### config.mk
export PLATFORM = sky130hd
export DESIGN_NAME = pipe_hazard_ctrl_flat
export DESIGN_NICKNAME = d
export VERILOG_FILES = /design/src/rtl/pipe_hazard_ctrl_if.sv /design/src/rtl/pipe_hazard_ctrl.sv /design/src/flat_wrapper.sv
export SDC_FILE = /design/constraint.sdc
export NUM_CORES = 1
export LEC_CHECK = 0
export ABC_CLOCK_PERIOD_IN_PS = 1700
export CAP_MARGIN = 10
export CORE_MARGIN = 2
export CORE_UTILIZATION = 42
export CTS_BUF_LIST = sky130_fd_sc_hd__clkbuf_8
export DETAILED_ROUTE_END_ITERATION = 16
export MAX_ROUTING_LAYER = met4
export PLACE_DENSITY = 0.78
export SKIP_CTS_REPAIR_TIMING = 1
export SYNTH_ARGS = -nofsm -noshare
export SYNTH_HDL_FRONTEND = slang
export SYNTH_SLANG_ARGS = --single-unit
export TNS_END_PERCENT = 20
### constraint.sdc
create_clock -name clock -period 1.7 [get_ports clock]
set_input_delay 0.34 -clock clock [delete_from_list [all_inputs] [get_ports clock]]
set_output_delay 0.34 -clock clock [all_outputs]
set_load 0.02 [all_outputs]
### src/rtl/pipe_hazard_ctrl_if.sv
// Bus bundle between the pipeline datapath and the hazard controller.
// The datapath (master) drives the hazard/memory status lines; the
// controller (slave) drives the register enables, the state and the
// diagnostic outputs.
interface pipe_hazard_ctrl_if;
    // Hazard and memory status from the datapath.
    logic        ld_use;
    logic        imem_ready;
    logic        dmem_req;
    logic        dmem_ready;
    logic        err_clr;

    // Pipeline register controls back to the datapath.
    logic        pc_we;
    logic        ifid_we;
    logic        ifid_flush;
    logic        idex_we;
    logic        idex_bubble;
    logic        exmem_we;
    logic        memwb_we;

    // Observability.
    logic [1:0]  ctrl_state;
    logic        mem_err;
    logic [15:0] stall_cycles;

    modport master (
        output ld_use, imem_ready, dmem_req, dmem_ready, err_clr,
        input  pc_we, ifid_we, ifid_flush, idex_we, idex_bubble,
               exmem_we, memwb_we, ctrl_state, mem_err, stall_cycles
    );

    modport slave (
        input  ld_use, imem_ready, dmem_req, dmem_ready, err_clr,
        output pc_we, ifid_we, ifid_flush, idex_we, idex_bubble,
               exmem_we, memwb_we, ctrl_state, mem_err, stall_cycles
    );
endinterface

### src/rtl/pipe_hazard_ctrl.sv
// Pipeline hazard controller for a 5-stage pipeline.
// Generates PC / pipeline-register write enables, IF/ID flush and ID/EX
// bubble from load-use, fetch-wait and data-memory-wait conditions, with a
// wait timeout that parks the pipeline in an error state until err_clr.
//
// Handshake: imem_ready / dmem_ready are level "data available this cycle"
// qualifiers sampled together with the enables; an access is complete on the
// cycle its ready is high. All enables are combinational in the current
// state and inputs, so a stall freezes the pipeline in the cycle detected.
//
// Optional feature: define HAZARD_PERF_EN to build the saturating
// stall-cycle performance counter; otherwise stall_cycles is tied to zero.
module pipe_hazard_ctrl #(
    parameter int TIMEOUT = 64
) (
    input  logic          clock,
    input  logic          resetn,
    pipe_hazard_ctrl_if.slave bus
);

    typedef enum logic [1:0] {
        RUN       = 2'b00,
        FETCHWAIT = 2'b01,
        MEMWAIT   = 2'b10,
        ERR       = 2'b11
    } state_t;

    // Last wait_cnt value allowed before a timeout fires.
    localparam logic [7:0] WAIT_LAST = 8'(TIMEOUT - 1);

    state_t     state;
    state_t     state_next;
    logic [7:0] wait_cnt;

    logic mem_stall;
    logic fetch_stall;

    logic pc_we;
    logic ifid_we;
    logic ifid_flush;
    logic idex_we;
    logic idex_bubble;
    logic exmem_we;
    logic memwb_we;

    assign mem_stall   = bus.dmem_req & ~bus.dmem_ready;
    assign fetch_stall = ~bus.imem_ready;

    // State register; reset abandons any wait in progress.
    always_ff @(posedge clock or negedge resetn) begin
        if (!resetn) begin
            state <= RUN;
        end else begin
            state <= state_next;
        end
    end

    // Next-state selection; a completed data access beats the timeout.
    always_comb begin
        state_next = state;
        case (state)
            RUN: begin
                if (mem_stall) begin
                    state_next = MEMWAIT;
                end else if (fetch_stall) begin
                    state_next = FETCHWAIT;
                end
            end
            MEMWAIT: begin
                if (bus.dmem_ready) begin
                    state_next = bus.imem_ready ? RUN : FETCHWAIT;
                end else if (wait_cnt == WAIT_LAST) begin
                    state_next = ERR;
                end
            end
            FETCHWAIT: begin
                if (mem_stall) begin
                    state_next = MEMWAIT;
                end else if (bus.imem_ready) begin
                    state_next = RUN;
                end else if (wait_cnt == WAIT_LAST) begin
                    state_next = ERR;
                end
            end
            ERR: begin
                if (bus.err_clr) begin
                    state_next = RUN;
                end
            end
            default: state_next = RUN;
        endcase
    end

    // Wait counter: counts cycles spent in a wait state, restarts on any
    // state change so every wait gets the full TIMEOUT budget.
    always_ff @(posedge clock or negedge resetn) begin
        if (!resetn) begin
            wait_cnt <= 8'd0;
        end else if (state_next != state) begin
            wait_cnt <= 8'd0;
        end else if (state == MEMWAIT || state == FETCHWAIT) begin
            wait_cnt <= wait_cnt + 8'd1;
        end
    end

    // Output decode by priority: ERR, memory stall, load-use, fetch stall.
    always_comb begin
        pc_we       = 1'b1;
        ifid_we     = 1'b1;
        ifid_flush  = 1'b0;
        idex_we     = 1'b1;
        idex_bubble = 1'b0;
        exmem_we    = 1'b1;
        memwb_we    = 1'b1;
        if (state == ERR || mem_stall) begin
            // Freeze the whole pipeline.
            pc_we    = 1'b0;
            ifid_we  = 1'b0;
            idex_we  = 1'b0;
            exmem_we = 1'b0;
            memwb_we = 1'b0;
        end else if (bus.ld_use) begin
            // Hold IF and ID, let a bubble into EX; the held ID word covers
            // any pending fetch so no flush is needed.
            pc_we       = 1'b0;
            ifid_we     = 1'b0;
            idex_bubble = 1'b1;
        end else if (fetch_stall) begin
            // Keep fetching the same PC; feed a NOP into ID meanwhile.
            pc_we      = 1'b0;
            ifid_flush = 1'b1;
        end
    end

    assign bus.pc_we       = pc_we;
    assign bus.ifid_we     = ifid_we;
    assign bus.ifid_flush  = ifid_flush;
    assign bus.idex_we     = idex_we;
    assign bus.idex_bubble = idex_bubble;
    assign bus.exmem_we    = exmem_we;
    assign bus.memwb_we    = memwb_we;
    assign bus.ctrl_state  = state;
    assign bus.mem_err     = (state == ERR);

`ifdef HAZARD_PERF_EN
    logic [15:0] stall_cnt;

    // Stall counter: one count per cycle the PC is held, saturating.
    always_ff @(posedge clock or negedge resetn) begin
        if (!resetn) begin
            stall_cnt <= 16'h0000;
        end else if (!pc_we && stall_cnt != 16'hFFFF) begin
            stall_cnt <= stall_cnt + 16'h0001;
        end
    end

    assign bus.stall_cycles = stall_cnt;
`else
    assign bus.stall_cycles = 16'h0000;
`endif

endmodule
### src/flat_wrapper.sv
// flat-port wrapper written by rule: the top's interface ports become plain ports
module pipe_hazard_ctrl_flat 
#(
    parameter int TIMEOUT = 64
)
  (clock, resetn, bus_ld_use, bus_imem_ready, bus_dmem_req, bus_dmem_ready, bus_err_clr, bus_pc_we, bus_ifid_we, bus_ifid_flush, bus_idex_we, bus_idex_bubble, bus_exmem_we, bus_memwb_we, bus_ctrl_state, bus_mem_err, bus_stall_cycles);
  pipe_hazard_ctrl_if bus_i ();
  input  logic clock;
  input  logic resetn;
  input wire logic [$bits(bus_i.ld_use)-1:0] bus_ld_use;
  input wire logic [$bits(bus_i.imem_ready)-1:0] bus_imem_ready;
  input wire logic [$bits(bus_i.dmem_req)-1:0] bus_dmem_req;
  input wire logic [$bits(bus_i.dmem_ready)-1:0] bus_dmem_ready;
  input wire logic [$bits(bus_i.err_clr)-1:0] bus_err_clr;
  output wire logic [$bits(bus_i.pc_we)-1:0] bus_pc_we;
  output wire logic [$bits(bus_i.ifid_we)-1:0] bus_ifid_we;
  output wire logic [$bits(bus_i.ifid_flush)-1:0] bus_ifid_flush;
  output wire logic [$bits(bus_i.idex_we)-1:0] bus_idex_we;
  output wire logic [$bits(bus_i.idex_bubble)-1:0] bus_idex_bubble;
  output wire logic [$bits(bus_i.exmem_we)-1:0] bus_exmem_we;
  output wire logic [$bits(bus_i.memwb_we)-1:0] bus_memwb_we;
  output wire logic [$bits(bus_i.ctrl_state)-1:0] bus_ctrl_state;
  output wire logic [$bits(bus_i.mem_err)-1:0] bus_mem_err;
  output wire logic [$bits(bus_i.stall_cycles)-1:0] bus_stall_cycles;
  assign bus_i.ld_use = bus_ld_use;
  assign bus_i.imem_ready = bus_imem_ready;
  assign bus_i.dmem_req = bus_dmem_req;
  assign bus_i.dmem_ready = bus_dmem_ready;
  assign bus_i.err_clr = bus_err_clr;
  assign bus_pc_we = bus_i.pc_we;
  assign bus_ifid_we = bus_i.ifid_we;
  assign bus_ifid_flush = bus_i.ifid_flush;
  assign bus_idex_we = bus_i.idex_we;
  assign bus_idex_bubble = bus_i.idex_bubble;
  assign bus_exmem_we = bus_i.exmem_we;
  assign bus_memwb_we = bus_i.memwb_we;
  assign bus_ctrl_state = bus_i.ctrl_state;
  assign bus_mem_err = bus_i.mem_err;
  assign bus_stall_cycles = bus_i.stall_cycles;
  pipe_hazard_ctrl #(.TIMEOUT(TIMEOUT)) u_core (.clock(clock), .resetn(resetn), .bus(bus_i));
endmodule
# Word-level counts from Yosys, hierarchy flattened
# Cells that the tools add are included.
# word_totals
elab_cells	36
out_inout_bits	26
register_bits	10
# op_classes
bitwise_logic	2
n_reduce_logical	4
eq_ne	5
n_mux	22
addsub	1
# ops
operator	n
$mux 8	2
$mux 2	7
$mux 1	12
$add 8x1->8 const B	1
$eq 8x6->1 const B	1
$pmux 2 s4	1
$eq 2x2->1 const B	2
$eq 2x1->1 const B	1
$logic_not 2->1	1
$logic_or 1x1->1	2
$ne 2x2->1	1
$reduce_bool 2->1	1
$and 1x1->1	1
$not 1->1	1

# Logic depth before layout (Yosys ltp)
# Gate-level depths: netlist (run 1).
# depth
ltp_word	7
mapped_depth	7
ltp_nobuf	6

# Worst setup path before layout (run 1)
# No wires, ideal clock.
# synth_path
path_type	register to output
start	reg u_core.state[0], in the netlist u_core.bus.ctrl_state[0]
end	out bus_ifid_flush
slack_ns	-0.300
n_path_buf	0
arrival_time_ns	1.660
stages_incl_launch_ff	3
path_cell_list	dfrtp_1 -> ha_1 -> nor4_1
# synth_via
elab_chain_len	3
# synth_lines
element	line_no	text
start, declared	pipe_hazard_ctrl.sv:31	state_t state;
start signal, assigned	pipe_hazard_ctrl.sv:54	state <= state_next;
$eq 2x2->1	-	
via bus_mem_err	flat_wrapper.sv:23	output wire logic [$bits(bus_i.mem_err)-1:0] bus_mem_err;
$logic_or 1x1->1	pipe_hazard_ctrl.sv:115	if (state == ERR || mem_stall) begin
$mux 1	pipe_hazard_ctrl.sv:115	
end, declared	flat_wrapper.sv:17	output wire logic [$bits(bus_i.ifid_flush)-1:0] bus_ifid_flush;
# The timed path passes the listed nets, and every way through them passes these cells.

# Final worst setup path (run 1)
# layout_path
start	reg u_core.state[1], in the netlist u_core.bus.ctrl_state[1]
end	reg u_core.wait_cnt[3]
# layout_via
elab_chain_len	6
elab_cells_between_ends	16
cone_classes	eq/ne: 4; mux: 9; reduce/logical: 3
# layout_lines
element	line_no	text
$mux 2	pipe_hazard_ctrl.sv:72, pipe_hazard_ctrl.sv:81	
$mux 2	pipe_hazard_ctrl.sv:79	end else if (bus.imem_ready) begin
$mux 2	pipe_hazard_ctrl.sv:77	if (mem_stall) begin
$pmux 2 s4	pipe_hazard_ctrl.sv:61	case (state)
$ne 2x2->1	pipe_hazard_ctrl.sv:99	end else if (state_next != state) begin
$mux 8 or $reduce_bool 2->1 (tied branches)	-	
end signal, assigned	pipe_hazard_ctrl.sv:102	wait_cnt <= wait_cnt + 8'd1;
end, declared	pipe_hazard_ctrl.sv:33	logic [7:0] wait_cnt;
# Parallel ways exist; a longest one is shown, timed or not.
# A chain may end at the register's enable or synchronous reset.

==> reports/summary.txt, run 1 <==
Final ANT Viol Nets = 0
largest stage delay on the critical path = 0.44 ns
worst path required time = 1.85 ns
fmax = 533 MHz
Worst EP arrival = 2.02 ns
Buffers on Ports = 16
Setup TNS Final = -1.36 ns
CTS tree = built
Startpoint Class = flip-flop
GRT Total Usage = 19.0%
peak supply drop = 0.874 mV
sequential-to-total area share from yosys stat = 26.4%
final setup violation count = 10
initial antenna violation count = 0
critical path's slowest cell = dfrtp_2
final WL = 2510 um
WS Path Type = flip-flop to flip-flop
# clock sinks = 10
Clock Root Buffer = clkbuf_8
WP buf/inv = 4
via count = 910
Final Hold Fails = 0
violations in the final reports = negative setup slack
most common cell after layout, fill and taps aside = buf_4
RSZ-0062 raised after global routing = true
hold slack = 0.415 ns
largest net degree at the start of global routing = 11
drt wl/cell = 14.2 um
PD cells = 1330 nW/um^2
die span in x = 51.5 um
post-synthesis instance area = 948 sq um
CTS clk-pin slew, worst paths = 0.05 ns
synthesis-to-finish area growth = 67.5%
ys async rst share = 100%
post-synth cell types = 36
GP Congestion = 0.843
hold crit path type = input port to async pin
CP Max Fanout = 8
num ports = 33
layout cells sized above 1 = 53.7%
status = finished, violations left
first-pass GRT wire length = 3770 um
largest area contributor in the netlist = dfrtp_1
min Tclk post-route = 1.88 ns
Post-synth EDFFs = 0
Pwr Total = 2.11 mW
dominant synthesized flop cell = dfrtp_1
number of DRC markers in iteration 0 = 11
yosys warns = 0
clock buffer depth = 2
Post-DP HPWL = 1790 um
post-route clock skew = 0.00290 ns
vias in the first global route = 898
Placed Cells incl. Taps = 170
height of the chip = 51.5 um
# diodes = 0
Avg Cell Area, Syn = 9.30 sq um
Initial Utilization = 43.7%
CP cell instances = buf_6 -> inv_4 -> ha_4 -> nor2b_4 -> a211oi_4 -> buf_4 -> a32o_2 -> buf_12 -> nor4_4
post-layout util = 73.2%
max-slew violations = 0
Worst Setup End Kind = flip-flop
H-tree Lvls = 1
final worst slack = -0.176 ns
Post-route DRC = 0
Final period util = 110%
#FFs+latches synth = 10
Syn Inst Count = 102
Vias/cell = 5.14
share of Yosys cell area claimed by the top area cell type = 26.4%
row count = 17
commonest non-fill, non-tap cells in the layout = buf_4 (28), conb_1 (16), dfrtp_1 (8)
CTS buffer count = 3
Leak Pwr = 0.746 nW
Core Region = 2170 sq um
Clock Latency Late Sink = 0.24 ns
delay-heaviest family, CP = buffers and inverters
fin cells = 177
Area contributors post-synth = dfrtp_1 (26%), buf_4 (14%), ha_1 (6.6%)
nets = 162
Pre-antenna DRT Iters = 4
gr ovfl total = 0
die area = 2650 sq um
Max-cap violations = 0
[synth_stat cells, drive strengths merged, types with 2 or more instances]
cell and number:
a21oi 4, and2 2, buf 19, dfrtp 10, ha 5, inv 5
mux2i 2, nand2 3, nand2b 3, nand3 3, nand4 2, nor2 4
nor2b 4, nor3 3, nor4 10, o31ai 2, xnor2 3, xor2 4
[metrics by stage]
step	instance area, sq um	worst slack [ns]
final	1590	-0.176
after global routing	1590	-0.269
after CTS	1350	-0.572
after detailed placement	1300	-0.487
after global placement	1300	-0.457
after floorplan	1030	-0.0697
[registers in the layout, indices dropped and copies added (netlist names)]
name                   cells
u_core.bus.ctrl_state      2
u_core.wait_cnt            8
[cell type report]
class / instances / area, sq um
Fill cell: 174 / 581
Tap cell: 28 / 35.0
Inverter: 5 / 21.3
Timing Repair Buffer: 47 / 423
Sequential cell: 10 / 253
Multi-Input combinational cell: 83 / 802
Clock buffer: 4 / 55.1
[worst reg2reg max path, cell delays in order, from the launching register on]
cell and delay [ns]:
dfrtp_2 0.44, buf_6 0.14, inv_4 0.05, ha_4 0.13
nor2b_4 0.16, a211oi_4 0.09, buf_4 0.15, a32o_2 0.28
buf_12 0.15, nor4_4 0.21
[per-layer routing]
layer,global-route usage (%),part of all wire [%]
met1,20.0,36
met2,36.5,59
met3,2.01,3.8
met4,6.58,1.2
met5,-,0
[report_power, final]
| part | internal, mW | switching [mW] |
|---|---|---|
| logic | 0.746 | 0.747 |
| clock network | 0.204 | 0.0951 |
| registers | 0.282 | 0.0365 |
[final timing paths]
path                            slack (ns)  cells past startpoint                                from                            endpoint
worst min register to register        0.62                      2      u_core.wait_cnt[7]$_DFFE_PN0P_      u_core.wait_cnt[7]$_DFFE_PN0P_
max in group asynchronous             0.95                      1                              resetn  u_core.bus.ctrl_state[0]$_DFF_PN0_
worst min-delay path                  0.41                      1                              resetn      u_core.wait_cnt[2]$_DFFE_PN0P_
worst max register to register       -0.18                      9  u_core.bus.ctrl_state[1]$_DFF_PN0_      u_core.wait_cnt[3]$_DFFE_PN0P_
worst max-delay path                 -0.18                      9  u_core.bus.ctrl_state[1]$_DFF_PN0_      u_core.wait_cnt[3]$_DFFE_PN0P_
min in group clock                    0.59                      4                      bus_imem_ready  u_core.bus.ctrl_state[1]$_DFF_PN0_
[cells by family after synthesis]
logic type	count (synthesis)	share of synthesized area [%]
compound gates	14	15.0
xor+xnor	7	6.46
fa+ha+maj	5	6.60
buf+inv	24	16.8
flops	10	26.4
mux	2	2.11
other cells	1	0.395
simple gates	39	26.3
No activity file was read; power rests on OpenSTA's default activity.
==> run 2: changes to the inputs <==
CAP_MARGIN = 15   (was 10)
CORE_MARGIN = unset   (was 2)
GPL_ROUTABILITY_DRIVEN = 0   (was unset)
==> reports/summary.txt, run 2 (synthesis results as in run 1) <==
Buffers on Ports = 16 (unchanged)
reg-to-reg slack, setup = -0.15 ns (was -0.18 ns)
max-slew violations = 0 (unchanged)
most common cell after layout, fill and taps aside = buf_4 (unchanged)
die span in x = 49.5 um (was 51.5 um)
num ports = 33 (unchanged)
post-route clock skew = 0.00942 ns (was 0.00290 ns)
violations in the final reports = negative setup slack (unchanged)
gr ovfl total = 0 (unchanged)
drt wl/cell = 14.0 um (was 14.2 um)
final worst slack = -0.151 ns (was -0.176 ns)
initial antenna violation count = 0 (unchanged)
Post-route DRC = 0 (unchanged)
CTS tree = built (unchanged)
number of DRC markers in iteration 0 = 15 (was 11)
Worst EP arrival = 1.99 ns (was 2.02 ns)
final WL = 2470 um (was 2510 um)
Max-cap violations = 0 (unchanged)
status = finished, violations left (unchanged)
# diodes = 0 (unchanged)
GR Util met3 = 4.01% (was 2.01%)
largest net degree at the start of global routing = 11 (unchanged)
# clock sinks = 10 (unchanged)
clock buffer depth = 2 (unchanged)
Post-DP HPWL = 1620 um (was 1790 um)
Vias/cell = 5.08 (was 5.14)
RSZ-0062 raised after global routing = true (unchanged)
CTS clk-pin slew, worst paths = 0.05 ns (about the same)
gr busiest metal = met2 (unchanged)
PD cells = 1300 nW/um^2 (was 1330 nW/um^2)
Core Region = 2040 sq um (was 2170 sq um)
via count = 899 (was 910)
commonest non-fill, non-tap cells in the layout = buf_4 (28), conb_1 (16), nor4_4 (8), dfrtp_1 (8) (was buf_4 (28), conb_1 (16), dfrtp_1 (8))
height of the chip = 49.5 um (was 51.5 um)
met1 usage = 20.2% (was 20.0%)
largest reg by FF count = u_core.wait_cnt (unchanged)
Clock Root Buffer = clkbuf_8 (unchanged)
peak supply drop = 1.03 mV (was 0.874 mV)
CTS buffer count = 3 (unchanged)
Setup TNS Final = -1.04 ns (was -1.36 ns)
hold slack = 0.408 ns (was 0.415 ns)
CP startpoint = u_core.bus.ctrl_state[1]$_DFF_PN0_ (unchanged)
nets = 163 (was 162)
Register-to-Register Path Depth = 8 (was 9)
worst reg2reg startpoint = u_core.bus.ctrl_state[1]$_DFF_PN0_ (unchanged)
H-tree Lvls = 1 (unchanged)
Pre-antenna DRT Iters = 4 (unchanged)
worst path required time = 1.84 ns (was 1.85 ns)
WS Path Type = flip-flop to flip-flop (unchanged)
Clock Latency Late Sink = 0.24 ns (about the same)
first-pass GRT wire length = 3410 um (was 3770 um)
pre-CTS setup slack = -0.475 ns (was -0.487 ns)
row count = 16 (was 17)
Leak Pwr = 0.749 nW (was 0.746 nW)
Final ANT Viol Nets = 0 (unchanged)
hold crit path type = input port to async pin (unchanged)
Final period util = 109% (was 110%)
placed inst area = 1270 sq um (was 1300 sq um)
Pwr Total = 2.10 mW (was 2.11 mW)
Startpoint Class = flip-flop (unchanged)
synthesis-to-finish area growth = 70.4% (was 67.5%)
Initial Utilization = 46.4% (was 43.7%)
M2 GR Usage = 33.3% (was 36.5%)
cell area after layout = 1620 sq um (was 1590 sq um)
GRT Total Usage = 18.8% (was 19.0%)
final setup violation count = 9 (was 10)
Worst Setup End Kind = flip-flop (unchanged)
max FFs per register = 8 (unchanged)
Final Hold Fails = 0 (unchanged)
layout cells sized above 1 = 52.7% (was 53.7%)
r2r endpoint = u_core.wait_cnt[3]$_DFFE_PN0P_ (unchanged)
min Tclk post-route = 1.85 ns (was 1.88 ns)
die area = 2450 sq um (was 2650 sq um)
CP Max Fanout = 8 (unchanged)
vias in the first global route = 831 (was 898)
fmax = 540 MHz (was 533 MHz)
-- run 2: critical path, cell delays in order (launching register included) --
cell and delay [ns]:
dfrtp_2 0.41, buf_6 0.14, inv_4 0.07, ha_4 0.13, nor2b_4 0.19, a211oi_4 0.10, a32o_2 0.30, buf_12 0.15
nor4_4 0.26
-- run 2: report_power, final --
group	total (mW)	internal, mW	switching [mW]
Combinational	1.54	0.764	0.780
Sequential	0.310	0.281	0.0288
Clock	0.245	0.157	0.0874
Total	2.10	1.20	0.896
-- run 2: worst max path at each step --
stage / to / slack (ns) / cells past startpoint
after floorplan: bus_ifid_flush / -0.07 / 2
final: u_core.wait_cnt[3]$_DFFE_PN0P_ / -0.15 / 8
after detailed placement: bus_idex_bubble / -0.47 / 6
after global routing: u_core.wait_cnt[3]$_DFFE_PN0P_ / -0.21 / 8
after CTS: bus_pc_we / -0.54 / 3
after global placement: bus_idex_bubble / -0.46 / 6
-- run 2: layout make-up --
class	instances	area (sq um)
Inverter	5	21.3
Multi-Input combinational cell	83	835
Sequential cell	10	253
Timing Repair Buffer	48	429
Clock inverter	1	3.75
Fill cell	134	425
Clock buffer	3	41.3
Tap cell	27	33.8
-- run 2: per-layer routing --
layer  routed length, um  vias up
li1                    -      434
met1                 935      436
met4                   0        0
met2                1430       29
met5                   0        -
met3                 108        0
-- run 2: stage by stage --
step / utilization, % / cells
2_1_floorplan: - / 117
3_3_place_gp: 62.1 / 165
3_5_place_dp: 62.1 / 165
4_1_cts: 64.3 / 169
5_1_grt: 79.2 / 177
6_report: 79.2 / 177
==> run 3: changes to the inputs <==
ABC_AREA = 1   (was unset)
ABC_CLOCK_PERIOD_IN_PS = 1900   (was 1700)
CORE_UTILIZATION = 44   (was 42)
PLACE_DENSITY = 0.81   (was 0.78)
SKIP_CTS_REPAIR_TIMING = unset   (was 1)
clock period = 1.9 ns   (was 1.7 ns; I/O delays follow)
==> reports/summary.txt, run 3 <==
status = finished clean (was finished, violations left)
CTS tree = built (unchanged)
Area contributors post-synth = dfrtp_1 (31%), buf_4 (17%), nand2_1 (9.2%) (was dfrtp_1 (26%), buf_4 (14%), ha_1 (6.6%))
sequential-to-total area share from yosys stat = 30.6% (was 26.4%)
yosys warns = 0 (unchanged)
Comb power frac = 59.4% (was 73.6%)
CP Max Fanout = 6 (was 8)
number of DRC markers in iteration 0 = 12 (was 15)
layout cells sized above 1 = 23.7% (was 52.7%)
Internal = 755 uW (was 1.20 mW)
vias in the first global route = 601 (was 831)
peak supply drop = 0.769 mV (was 1.03 mV)
max-slew violations = 0 (unchanged)
Max-cap violations = 0 (unchanged)
reg-to-reg slack, setup = 0.15 ns (was -0.15 ns)
sw power = 562 uW (was 896 uW)
final setup violation count = 0 (was 9)
Final Hold Fails = 0 (unchanged)
most frequent cell after synthesis = nand2_1 (was buf_4)
synthesis-to-finish area growth = 29.2% (was 70.4%)
Startpoint Class = flip-flop (unchanged)
Sequential Power Share = 20.4% (was 14.8%)
Core Region = 1730 sq um (was 2040 sq um)
largest area contributor in the netlist = dfrtp_1 (unchanged)
most common cell after layout, fill and taps aside = nand2_1 (was buf_4)
Avg Cell Area, Syn = 7.44 sq um (was 9.30 sq um)
dominant synthesized flop cell = dfrtp_1 (unchanged)
largest net degree at the start of global routing = 11 (unchanged)
CTS clk-pin slew, worst paths = 0.05 ns (about the same)
row count = 15 (was 16)
Setup Buffers After CTS = 0
first-pass GRT wire length = 2410 um (was 3410 um)
commonest non-fill, non-tap cells in the layout = nand2_1 (19), conb_1 (16), nor2_1 (12) (was buf_4 (28), conb_1 (16), nor4_4 (8), dfrtp_1 (8))
GRT Total Usage = 17.3% (was 18.8%)
cell depth of the worst setup path = 9 (was 8)
via count = 697 (was 899)
leading cell types by count after synthesis = nand2_1 (20), buf_4 (18), nor2_1 (15) (was buf_4 (18), dfrtp_1 (10), nor4_1 (10))
critical path's slowest cell = dfrtp_1 (was dfrtp_2)
Worst Setup End Kind = flip-flop (unchanged)
Clock Latency Late Sink = 0.24 ns (about the same)
Final period util = 92.1% (was 109%)
Buffers on Ports = 16 (unchanged)
WP buf/inv = 2 (was 3)
worst reg2reg startpoint = u_core.bus.ctrl_state[0]$_DFF_PN0_ (was u_core.bus.ctrl_state[1]$_DFF_PN0_)
delay-heaviest family, CP = simple AND/OR/NAND/NOR gates (unchanged)
Worst EP arrival = 1.88 ns (was 1.99 ns)
PD cells = 1250 nW/um^2 (was 1300 nW/um^2)
Clock Power Share = 20.2% (was 11.7%)
post-synth cell types = 19 (was 36)
Pwr Total = 1.32 mW (was 2.10 mW)
crit-path most repeated cell = nor2_1
fmax = 572 MHz (was 540 MHz)
Post-synth EDFFs = 0 (unchanged)
# diodes = 0 (unchanged)
RSZ-0062 raised after global routing = false (was true)
Worst Setup EP = u_core.wait_cnt[7]$_DFFE_PN0P_ (was u_core.wait_cnt[3]$_DFFE_PN0P_)
CP cell instances = buf_4 -> inv_1 -> ha_4 -> nand2_1 -> nor2_1 -> nand3_1 -> nand3b_1 -> xor2_1 -> nor2_1 (was buf_6 -> inv_4 -> ha_4 -> nor2b_4 -> a211oi_4 -> a32o_2 -> buf_12 -> nor4_4)
height of the chip = 45.1 um (was 49.5 um)
placed inst area = 1010 sq um (was 1270 sq um)
largest reg by FF count = u_core.wait_cnt (unchanged)
Vias/cell = 4.36 (was 5.08)
max FFs per register = 8 (unchanged)
Post-DP HPWL = 1240 um (was 1620 um)
gr ovfl total = 0 (unchanged)
min Tclk post-route = 1.75 ns (was 1.85 ns)
die span in x = 45.1 um (was 49.5 um)
Setup TNS Final = 0 ns (was -1.04 ns)
Register-to-Register Path Depth = 9 (was 8)
cell area after layout = 1060 sq um (was 1620 sq um)
post-route clock skew = 0.00227 ns (was 0.00942 ns)
Clock Root Buffer = clkbuf_8 (unchanged)
H-tree Lvls = 1 (unchanged)
Pre-antenna DRT Iters = 3 (was 4)
Initial Utilization = 47.4% (was 46.4%)
num ports = 33 (unchanged)
FILL cells = 162 (was 134)
worst path required time = 2.03 ns (was 1.84 ns)
CP startpoint = u_core.bus.ctrl_state[0]$_DFF_PN0_ (was u_core.bus.ctrl_state[1]$_DFF_PN0_)
Post-route DRC = 0 (unchanged)
WS Path Type = flip-flop to flip-flop (unchanged)
#FFs+latches synth = 10 (unchanged)
drt wl/cell = 9.66 um (was 14.0 um)
die area = 2040 sq um (was 2450 sq um)
hold slack = 0.456 ns (was 0.408 ns)
# clock sinks = 10 (unchanged)
hold buffers post-CTS = 0
final WL = 1550 um (was 2470 um)
Syn Inst Count = 110 (was 102)
share of Yosys cell area claimed by the top area cell type = 30.6% (was 26.4%)
post-synthesis instance area = 818 sq um (was 948 sq um)
r2r endpoint = u_core.wait_cnt[7]$_DFFE_PN0P_ (was u_core.wait_cnt[3]$_DFFE_PN0P_)
nets = 148 (was 163)
clock buffer depth = 2 (unchanged)
CTS buffer count = 3 (unchanged)
sw frac = 42.7% (about the same)
initial antenna violation count = 0 (unchanged)
Final ANT Viol Nets = 0 (unchanged)
largest stage delay on the critical path = 0.34 ns (was 0.41 ns)
hold crit path type = input port to async pin (unchanged)
Leak Pwr = 0.554 nW (was 0.749 nW)
ys async rst share = 100% (unchanged)
==> run 3: changes by cell type in the layout (fill, tap and decap cells not counted), sizes merged, moves of 3 or more <==
cell / previous run / this run
nand2: 3 / 22
inv: 6 / 13
nor4: 10 / 0
buf: 36 / 13
dlymetal6s2s: 5 / 1
nand3: 3 / 11
nor2: 4 / 15
nand2b: 3 / 0
clkdlybuf4s50: 4 / 7
a21oi: 4 / 1
nor2b: 4 / 0
==> run 3: what timing repair did <==
| action | CTS | global route |
|---|---|---|
| endpoints found under the setup margin | 8 | 7 |
| endpoints found under the hold margin | 0 | 0 |
| resized for setup | 26 | 10 |
==> run 3: worst min-delay path by stage <==
| stage | end | slack [ns] | startpoint |
|---|---|---|---|
| floorplan | u_core.bus.ctrl_state[0]$_DFF_PN0_ | 0.08 | resetn |
| global placement | u_core.wait_cnt[7]$_DFFE_PN0P_ | 0.54 | u_core.wait_cnt[7]$_DFFE_PN0P_ |
| detailed placement | u_core.wait_cnt[7]$_DFFE_PN0P_ | 0.57 | u_core.wait_cnt[7]$_DFFE_PN0P_ |
| CTS | u_core.wait_cnt[6]$_DFFE_PN0P_ | 0.47 | resetn |
| global route | u_core.wait_cnt[2]$_DFFE_PN0P_ | 0.49 | resetn |
| finish | u_core.wait_cnt[6]$_DFFE_PN0P_ | 0.46 | resetn |
==> run 3: layer usage <==
metal  GRT usage, %  vias up  part of all wire (%)  routed length (um)
li1               -      356                     -                   -
met1           18.1      313                    41                 640
met2           29.3       24                    50                 780
met3           7.20        4                   6.9                 107
met4           5.45        0                   1.1                  17
met5              -        -                     0                   0
==> run 3: kinds of logic (layout without fill, tap and decap cells) <==
family / Yosys count / count (layout) / share of synthesized area, %
other cells: 1 / 16 / 0.458
flops: 10 / 10 / 30.6
fa+ha+maj: 5 / 5 / 7.65
simple gates: 51 / 51 / 27.1
xor+xnor: 7 / 7 / 7.49
mux: 1 / 1 / 1.22
buf+inv: 31 / 41 / 22.5
compound gates: 4 / 4 / 3.06
==> run 3: layout make-up <==
type | instances | area, sq um | area share (%)
Multi-Input combinational cell | 84 | 478 | 45.2
Sequential cell | 10 | 250 | 23.7
Timing Repair Buffer | 24 | 194 | 18.3
Clock buffer | 4 | 55.1 | 5.21
Inverter | 13 | 48.8 | 4.62
Tap cell | 25 | 31.3 | 2.96
==> run 3: per-stage QoR <==
step,utilization [%],cells,setup slack [ns]
after floorplan,-,125,-0.00648
after global placement,58.7,156,-0.421
after detailed placement,58.7,156,-0.465
after CTS,60.7,160,-0.0719
after global routing,61.2,160,0.0254
final,61.2,160,0.151
==> run 3: worst register-to-register path, cell delays in order, from the launching register on <==
cell and delay (ns):
dfrtp_1 0.34, buf_4 0.14, inv_1 0.10, ha_4 0.30
nand2_1 0.06, nor2_1 0.15, nand3_1 0.14, nand3b_1 0.20
xor2_1 0.15, nor2_1 0.06
==> run 3: power groups by stage <==
stage / registers [mW] / logic (mW) / clock network, mW
2_1_floorplan: 0.309 / 0.510 / 0
3_3_place_gp: 0.270 / 0.751 / 0
3_5_place_dp: 0.272 / 0.770 / 0
4_1_cts: 0.269 / 0.750 / 0.270
5_1_grt: 0.272 / 0.859 / 0.285
6_report: 0.269 / 0.782 / 0.266
